===== src/rtl/pipeline_hazard_ctrl.sv =====
`timescale 1ns/1ps
// pipeline_hazard_ctrl
// Central stall/flush controller for the 5-stage pipeline
// F -> f2d -> D -> d2e -> E -> e2m -> M -> m2w -> W.
//
// Ports:
//   clk, rst_n                  clock (rising edge), async active-low reset
//   dec_rs_addr/dec_rt_addr     source register indices of the D instruction
//   dec_uses_rs/dec_uses_rt     D instruction actually reads rs / rt
//   exec_mem_read, exec_rd_addr E instruction is a load, and its destination
//   exec_branch_taken           E resolved a taken branch/jump
//   exec_muldiv_start           E instruction is a multi-cycle mul/div
//   inst_ready                  instruction memory returns data this cycle
//   mem_req, mem_ready          M-stage data access outstanding / completing
//   stall_pc, stall_*           hold the PC / named pipeline register
//   flush_*                     load a bubble into the named register
//   muldiv_busy, muldiv_done    mul/div occupying E / final mul/div cycle
//   stall_cycles                saturating count of cycles with stall_pc high
module pipeline_hazard_ctrl #(
  parameter int REG_ADDR_WIDTH = 5,
  parameter int MULDIV_CYCLES  = 32,
  parameter int CNT_WIDTH      = 6,
  parameter int PERF_WIDTH     = 32
) (
  input  logic                      clk,
  input  logic                      rst_n,
  input  logic [REG_ADDR_WIDTH-1:0] dec_rs_addr,
  input  logic [REG_ADDR_WIDTH-1:0] dec_rt_addr,
  input  logic                      dec_uses_rs,
  input  logic                      dec_uses_rt,
  input  logic                      exec_mem_read,
  input  logic [REG_ADDR_WIDTH-1:0] exec_rd_addr,
  input  logic                      exec_branch_taken,
  input  logic                      exec_muldiv_start,
  input  logic                      inst_ready,
  input  logic                      mem_req,
  input  logic                      mem_ready,
  output logic                      stall_pc,
  output logic                      stall_f2d,
  output logic                      stall_d2e,
  output logic                      stall_e2m,
  output logic                      stall_m2w,
  output logic                      flush_f2d,
  output logic                      flush_d2e,
  output logic                      flush_e2m,
  output logic                      flush_m2w,
  output logic                      muldiv_busy,
  output logic                      muldiv_done,
  output logic [PERF_WIDTH-1:0]     stall_cycles
);

  typedef enum logic {RUN, MULDIV} state_t;

  state_t               state;
  logic [CNT_WIDTH-1:0] cnt;
  logic                 mem_wait;
  logic                 load_use;
  logic                 rs_hit;
  logic                 rt_hit;

  function automatic logic [PERF_WIDTH-1:0] sat_inc(input logic [PERF_WIDTH-1:0] v);
    return (v == '1) ? v : v + PERF_WIDTH'(1);
  endfunction

  assign mem_wait = mem_req & ~mem_ready;

  // r0 is hard-wired zero, so a load targeting it never creates a dependency.
  assign rs_hit   = dec_uses_rs & (dec_rs_addr == exec_rd_addr);
  assign rt_hit   = dec_uses_rt & (dec_rt_addr == exec_rd_addr);
  assign load_use = exec_mem_read & (exec_rd_addr != '0) & (rs_hit | rt_hit);

  // The issuing cycle (still in RUN) already counts as busy, so the unit
  // occupies E for MULDIV_CYCLES cycles; cnt==0 is the hand-off cycle.
  assign muldiv_busy = ((state == RUN) & exec_muldiv_start) |
                       ((state == MULDIV) & (cnt != '0));
  assign muldiv_done = (state == MULDIV) & (cnt == '0);

  // Fixed priority: a lower row is only visible when no higher row matches.
  // A branch deferred by mem_wait or mul/div stays in E and re-asserts later.
  always_comb begin
    stall_pc  = 1'b0;
    stall_f2d = 1'b0;
    stall_d2e = 1'b0;
    stall_e2m = 1'b0;
    stall_m2w = 1'b0;
    flush_f2d = 1'b0;
    flush_d2e = 1'b0;
    flush_e2m = 1'b0;
    flush_m2w = 1'b0;
    if (mem_wait) begin
      stall_pc  = 1'b1;
      stall_f2d = 1'b1;
      stall_d2e = 1'b1;
      stall_e2m = 1'b1;
      flush_m2w = 1'b1;
    end else if (muldiv_busy) begin
      stall_pc  = 1'b1;
      stall_f2d = 1'b1;
      stall_d2e = 1'b1;
      flush_e2m = 1'b1;
    end else if (exec_branch_taken) begin
      flush_f2d = 1'b1;
      flush_d2e = 1'b1;
    end else if (load_use) begin
      stall_pc  = 1'b1;
      stall_f2d = 1'b1;
      flush_d2e = 1'b1;
    end else if (!inst_ready) begin
      stall_pc  = 1'b1;
      flush_f2d = 1'b1;
    end
  end

  // Mul/div sequencing; everything freezes while the data memory waits.
  always_ff @(posedge clk or negedge rst_n) begin
    if (!rst_n) begin
      state <= RUN;
      cnt   <= '0;
    end else if (!mem_wait) begin
      case (state)
        RUN: begin
          if (exec_muldiv_start) begin
            state <= MULDIV;
            cnt   <= CNT_WIDTH'(MULDIV_CYCLES - 1);
          end
        end
        MULDIV: begin
          // start seen at cnt==0 is the finishing instruction itself.
          if (cnt == '0) begin
            state <= RUN;
          end else begin
            cnt <= cnt - CNT_WIDTH'(1);
          end
        end
        default: begin
          state <= RUN;
          cnt   <= '0;
        end
      endcase
    end
  end

  always_ff @(posedge clk or negedge rst_n) begin
    if (!rst_n) begin
      stall_cycles <= '0;
    end else if (stall_pc) begin
      stall_cycles <= sat_inc(stall_cycles);
    end
  end

endmodule


===== config.mk =====
export PLATFORM = sky130hd
export DESIGN_NAME = pipeline_hazard_ctrl
export DESIGN_NICKNAME = d
export VERILOG_FILES = /design/src/rtl/pipeline_hazard_ctrl.sv
export SDC_FILE = /design/constraint.sdc
export NUM_CORES = 1
export LEC_CHECK = 0
export BUFFER_PORTS_ARGS = -buffer_cell sky130_fd_sc_hd__buf_2
export CORE_ASPECT_RATIO = 1.75
export CORE_MARGIN = 2
export CORE_UTILIZATION = 40
export CTS_CLUSTER_DIAMETER = 200
export DETAILED_ROUTE_END_ITERATION = 16
export SLEW_MARGIN = 20
export SYNTH_ARGS = -nofsm -noshare
export SYNTH_HDL_FRONTEND = slang
export SYNTH_SLANG_ARGS = --single-unit

===== constraint.sdc =====
create_clock -name clk -period 5.5 [get_ports clk]
set_clock_uncertainty 0.1 [all_clocks]
set_input_delay 1.1 -clock clk [delete_from_list [all_inputs] [get_ports clk]]
set_output_delay 1.1 -clock clk [all_outputs]
set_load 0.01 [all_outputs]

==> impl_metrics.ini, run 1 <==
[cts]
cts_max_level = 2
clkTransAtPathRegs_ns = 0.08
cts_tree = built
cts_buffer_depth = 2
cts_resized = 0
clock_sinks = 39
post_cts_buffers = 0
insertion_delay_ns = 0.29
cts_hold_buf = 0
cts_root_buffer = clkbuf_8
cts_made_buffers = 5

[floorplanning]
die-area_um2 = 6150
die_x_um = 60.2
core_um2 = 5300
die_h_um = 102
pin_count = 68
rows = 35
start_util_pct = 41.7

[final_layout]
fin_util_pct = 50.1
syn_to_final_growth_pct = 20.2
layoutNonFillerInstCount = 356
fin_nets = 308
fill_cells = 542
drive_above_1_share_pct = 34.4
n_antenna_cell = 0
stdcell_area_um2 = 2660

[status]
status = finished clean

[min_path]
hp-class = flip-flop to flip-flop

[placed_design]
dp.cells = 348
dp_hpwl_um = 3500
port_buffers = 66
gp_congestion = 0.756
place_area_um2 = 2560

[sta]
fin_tns_setup_ns = 0
drv_slew = 0
setup_viol = 0
period_minus_slack_ns = 3.63
worst_pin_slew_ns = 0.878
fmax_mhz = 276
rsz0062_at_grt = false
slew_headroom_pct = 41.4
hold_viol_final = 0
fin_crit_sh_pct = 66.0

[drt]
wl_um = 4670
routedWlPerCell_um = 13.1
firstDrtPassIters = 2
drt-initial-drc-count = 41
routed_via_density = 4.96
ant_nets = 0
route.vias.total = 1765
drcViolationCount = 0

[logic_synthesis]
ys_seq_area_share_pct = 44.2
synth_top_area_share_pct = 44.2
synth-async-reset-ratio_pct = 100
avgSynthCellArea_um2 = 10.2
netlist_area_um2 = 2210
mappedNetlistNets = 244
ys_seq_elements = 39
synth-edff-count = 0
synth.cells.most_frequent = dfrtp_1, xnor2_1, nor2_1
synth_top_area_cell = dfrtp_1
yosysWarnings = 0
synthDistinctLibCells = 45
synth_cells = 217
synth_ff_type = dfrtp_1
synth.most_common_cell = dfrtp_1
synthTopCellsByArea = dfrtp_1, xnor2_1, xor2_1

[setup_path]
crit_family = simple AND/OR/NAND/NOR gates
worstPathArrival_ns = 2.43
critical_path.max_fanout = 3
critPathSlowestCell = or4_4
critPathMaxStageDelay_ns = 0.53
required_ns = 4.30
end_kind = output port
crit_type = input pin to output port
crit_chain = buf_2 -> or4_4 -> o21ai_2 -> and2b_1 -> nor2_1 -> nor2_1 -> nor2_1 -> buf_2
critPathBufInv = 2
cp_common_cell = nor2_1
critPathLaunchType = input pin

[global_route]
grt_usage_pct = 16.3
grt_max_degree = 40
antenna_found_initial = 0
grt_pass1_vias = 1709
overflow = 0
grt_first_pass_wirelength_um = 7620

[power_and_ir_drop]
p_per_area_nw_per_um2 = 312
fin_total_pwr_mw = 0.828
peakVddDrop_mv = 0.216
p_leak_nw = 1.20

[flow_run]
max-cap-violations = 0
==> cell usage in the layout, fill, tap and decap left out, types with 3 or more instances in the layout <==
master,Yosys,routed
xnor2_1,30,30
nand4_1,15,15
o21ai_0,3,3
and3_1,5,5
nor3_1,4,4
dfrtp_1,39,39
buf_2,2,66
inv_1,8,8
nor2_1,19,19
xor2_1,11,11
clkbuf_8,0,6
nor4_1,3,3
a21oi_1,5,5
nand3_1,8,8
nor2b_1,4,4
nand2_1,12,12
nand3_2,7,7
and4_1,3,3
==> flip-flops by register name, indices dropped and copies added, names as in the netlist <==
signal / cells
state: 1
cnt: 6
stall_cycles: 32
==> final cells by class <==
cell class | instances | area [um2] | area share [%]
clock inverter | 1 | 8.76 | 0.330
inverter | 9 | 33.8 | 1.27
multi-input combinational | 160 | 1130 | 42.5
sequential | 39 | 976 | 36.8
timing repair buffer | 66 | 330 | 12.4
clock buffer | 7 | 86.3 | 3.25
tap | 74 | 92.6 | 3.49
==> logic make-up after synthesis <==
| kind of cell | synth area share [%] |
|---|---|
| and+or+nand+nor | 28.8 |
| AOI/OAI and AO/OA | 4.48 |
| other | 0.170 |
| DFF | 44.2 |
| adders and majority gates | 1.13 |
| xor gates and xnor gates | 16.3 |
| buffers and inverters | 4.93 |
==> per-layer routing <==
| layer | routed length (um) | GRT usage (%) | up-vias |
|---|---|---|---|
| met5 | 0 | 0 | - |
| met2 | 2490 | 29.6 | 50 |
| met1 | 1840 | 18.3 | 836 |
| li1 | - | - | 873 |
| met3 | 271 | 3.29 | 6 |
| met4 | 68 | 5.64 | 0 |
==> power breakdown <==
part           switching (mW)  internal, mW  leakage [nW]  total [mW]
Sequential             0.0608         0.344         0.469       0.405
Combinational           0.115         0.105         0.687       0.220
Clock                   0.101         0.103        0.0484       0.204
==> final timing paths <==
check	startpoint	slack [ns]	cells past startpoint	endpoint
setup reg to reg	cnt[0]	2.80	9	stall_cycles[19]
hold / removal	stall_cycles[12]	0.39	1	stall_cycles[12]
max in group asynchronous	rst_n	3.93	1	state
min in group asynchronous	rst_n	0.83	1	stall_cycles[18]
setup / recovery	exec_rd_addr[0]	1.87	8	flush_f2d
hold reg to reg	stall_cycles[12]	0.39	1	stall_cycles[12]
==> stage by stage <==
| stage | hold slack, ns | setup WS [ns] |
|---|---|---|
| 6_report | 0.391 | 1.87 |
| 5_1_grt | 0.420 | 1.78 |
| 4_1_cts | 0.396 | 1.86 |
| 3_5_place_dp | 0.383 | 1.86 |
| 3_3_place_gp | 0.383 | 1.86 |
| 2_1_floorplan | 0.404 | 2.07 |
Note: power is estimated with default switching activity, not from simulation.
==> inputs of run 2 (changes only) <==
clock period = 3.55 ns   (was 5.5 ns; I/O delays follow)
==> impl_metrics.ini, run 2 (synthesis gave the netlist of run 1 again) <==
[drt]
routedWlPerCell_um = 12.9
drt-initial-drc-count = 51
dr_wl_met2_um = 2520
firstDrtPassIters = 4
wl_met3_um = 284
wl_um = 4620
drcViolationCount = 0
routed_via_density = 4.93
route.top_layer_used = met4
route.vias.total = 1766
wl_met1_um = 1760
ant_nets = 0

[global_route]
grt_usage_pct = 16.3
grt_first_pass_wirelength_um = 7780
grt_max_degree = 40
grt_pass1_vias = 1762
overflow = 0
antenna_found_initial = 0

[sta]
setup_viol = 0
drv_slew = 0
rsz0062_at_grt = false
hold_viol_final = 0
period_minus_slack_ns = 2.89
fmax_mhz = 345
fin_tns_setup_ns = 0
slew_headroom_pct = 41.1
fin_crit_sh_pct = 81.5
timing.final.ws_setup_ns = 0.655
worst_pin_slew_ns = 0.883

[placed_design]
gp_congestion = 0.752
dp_hpwl_um = 3550
dp_slack_ns = 0.696
port_buffers = 66

[flow_run]
max-cap-violations = 0

[final_layout]
n_antenna_cell = 0
drive_above_1_share_pct = 34.5
largest_register = stall_cycles
syn_to_final_growth_pct = 20.3
final_common_cell = buf_2
fin_nets = 310
largestRegisters = stall_cycles x32, cnt x6, state x1
final_cell_mix = buf_2, dfrtp_1, xnor2_1, nor2_1, nand4_1
largest_register_ffs = 32

[floorplanning]
die-area_um2 = 6150
rows = 35
die_x_um = 60.2
die_h_um = 102
pin_count = 68
core_um2 = 5300
start_util_pct = 41.7

[setup_path]
end_kind = output port
critPathLaunchType = flip-flop
crit_type = flip-flop to output port
worstPathArrival_ns = 2.08
critical_path.max_fanout = 4
required_ns = 2.74

[cts]
clkTransAtPathRegs_ns = 0.08
cts_buffer_depth = 2
post_cts_buffers = 0
insertion_delay_ns = 0.29
cts_hold_buf = 0
clock_sinks = 39
cts_made_buffers = 5
cts_resized = 0
cts_root_buffer = clkbuf_8
cts_max_level = 2
cts_tree = built

[power_and_ir_drop]
peakVddDrop_mv = 0.336
p_per_area_nw_per_um2 = 476
fin_total_pwr_mw = 1.27
p_leak_nw = 1.20

[status]
status = finished clean

[min_path]
hp-class = flip-flop to flip-flop
-- run 2: changes by cell type in the layout (fill, tap and decap cells not counted), sizes merged --
cell	delta
clkinvlp	+1
clkbuf	-1
buf	+2
-- run 2: per-stage QoR --
step | std cells | instance area, um2 | hold WS [ns] | util [%]
floorplan | 217 | 2210 | 0.314 | -
detailed placement | 350 | 2570 | 0.381 | 48.5
global route | 358 | 2660 | 0.418 | 50.1
global placement | 350 | 2570 | 0.376 | 48.5
finish | 358 | 2660 | 0.390 | 50.1
CTS | 358 | 2660 | 0.395 | 50.1
-- run 2: cell type report --
| type | instances | area, um2 |
|---|---|---|
| clock buffer | 6 | 72.6 |
| clock inverter | 2 | 12.5 |
| fill | 531 | 2640 |
| inverter | 9 | 33.8 |
| multi-input combinational | 160 | 1120 |
| sequential | 39 | 976 |
| tap | 74 | 92.6 |
| timing repair buffer | 68 | 345 |
-- run 2: worst max-delay path: stages (launching register included) --
cell and delay (ns):
dfrtp_1 0.38, inv_1 0.09, ha_1 0.18, nor2b_1 0.22, a31oi_1 0.13, nor2_1 0.23, o21ai_1 0.15, nor2_1 0.21
inv_1 0.05, buf_2 0.14
-- run 2: path summary, 6_finish.rpt --
check | startpoint | end | slack (ns) | cells past startpoint
setup / recovery | cnt[0] | stall_pc | 0.66 | 9
hold / removal | stall_cycles[4] | stall_cycles[4] | 0.39 | 1
setup reg to reg | cnt[0] | stall_cycles[9] | 0.99 | 10
hold reg to reg | stall_cycles[4] | stall_cycles[4] | 0.39 | 1
max in group asynchronous | rst_n | stall_cycles[14] | 2.36 | 1
min in group asynchronous | rst_n | stall_cycles[20] | 0.44 | 1
-- run 2: power breakdown --
| part | switching [mW] | internal [mW] | total [mW] | leakage, nW |
|---|---|---|---|---|
| combinational | 0.179 | 0.165 | 0.343 | 0.689 |
| sequential | 0.0964 | 0.533 | 0.629 | 0.469 |
| clock | 0.156 | 0.137 | 0.293 | 0.0412 |
-- run 2: metal layers --
layer  GRT usage, %  vias up
li1               -      875
met1           18.4      835
met2           29.3       50
met3           3.67        6
met4           5.30        0
met5              0        -
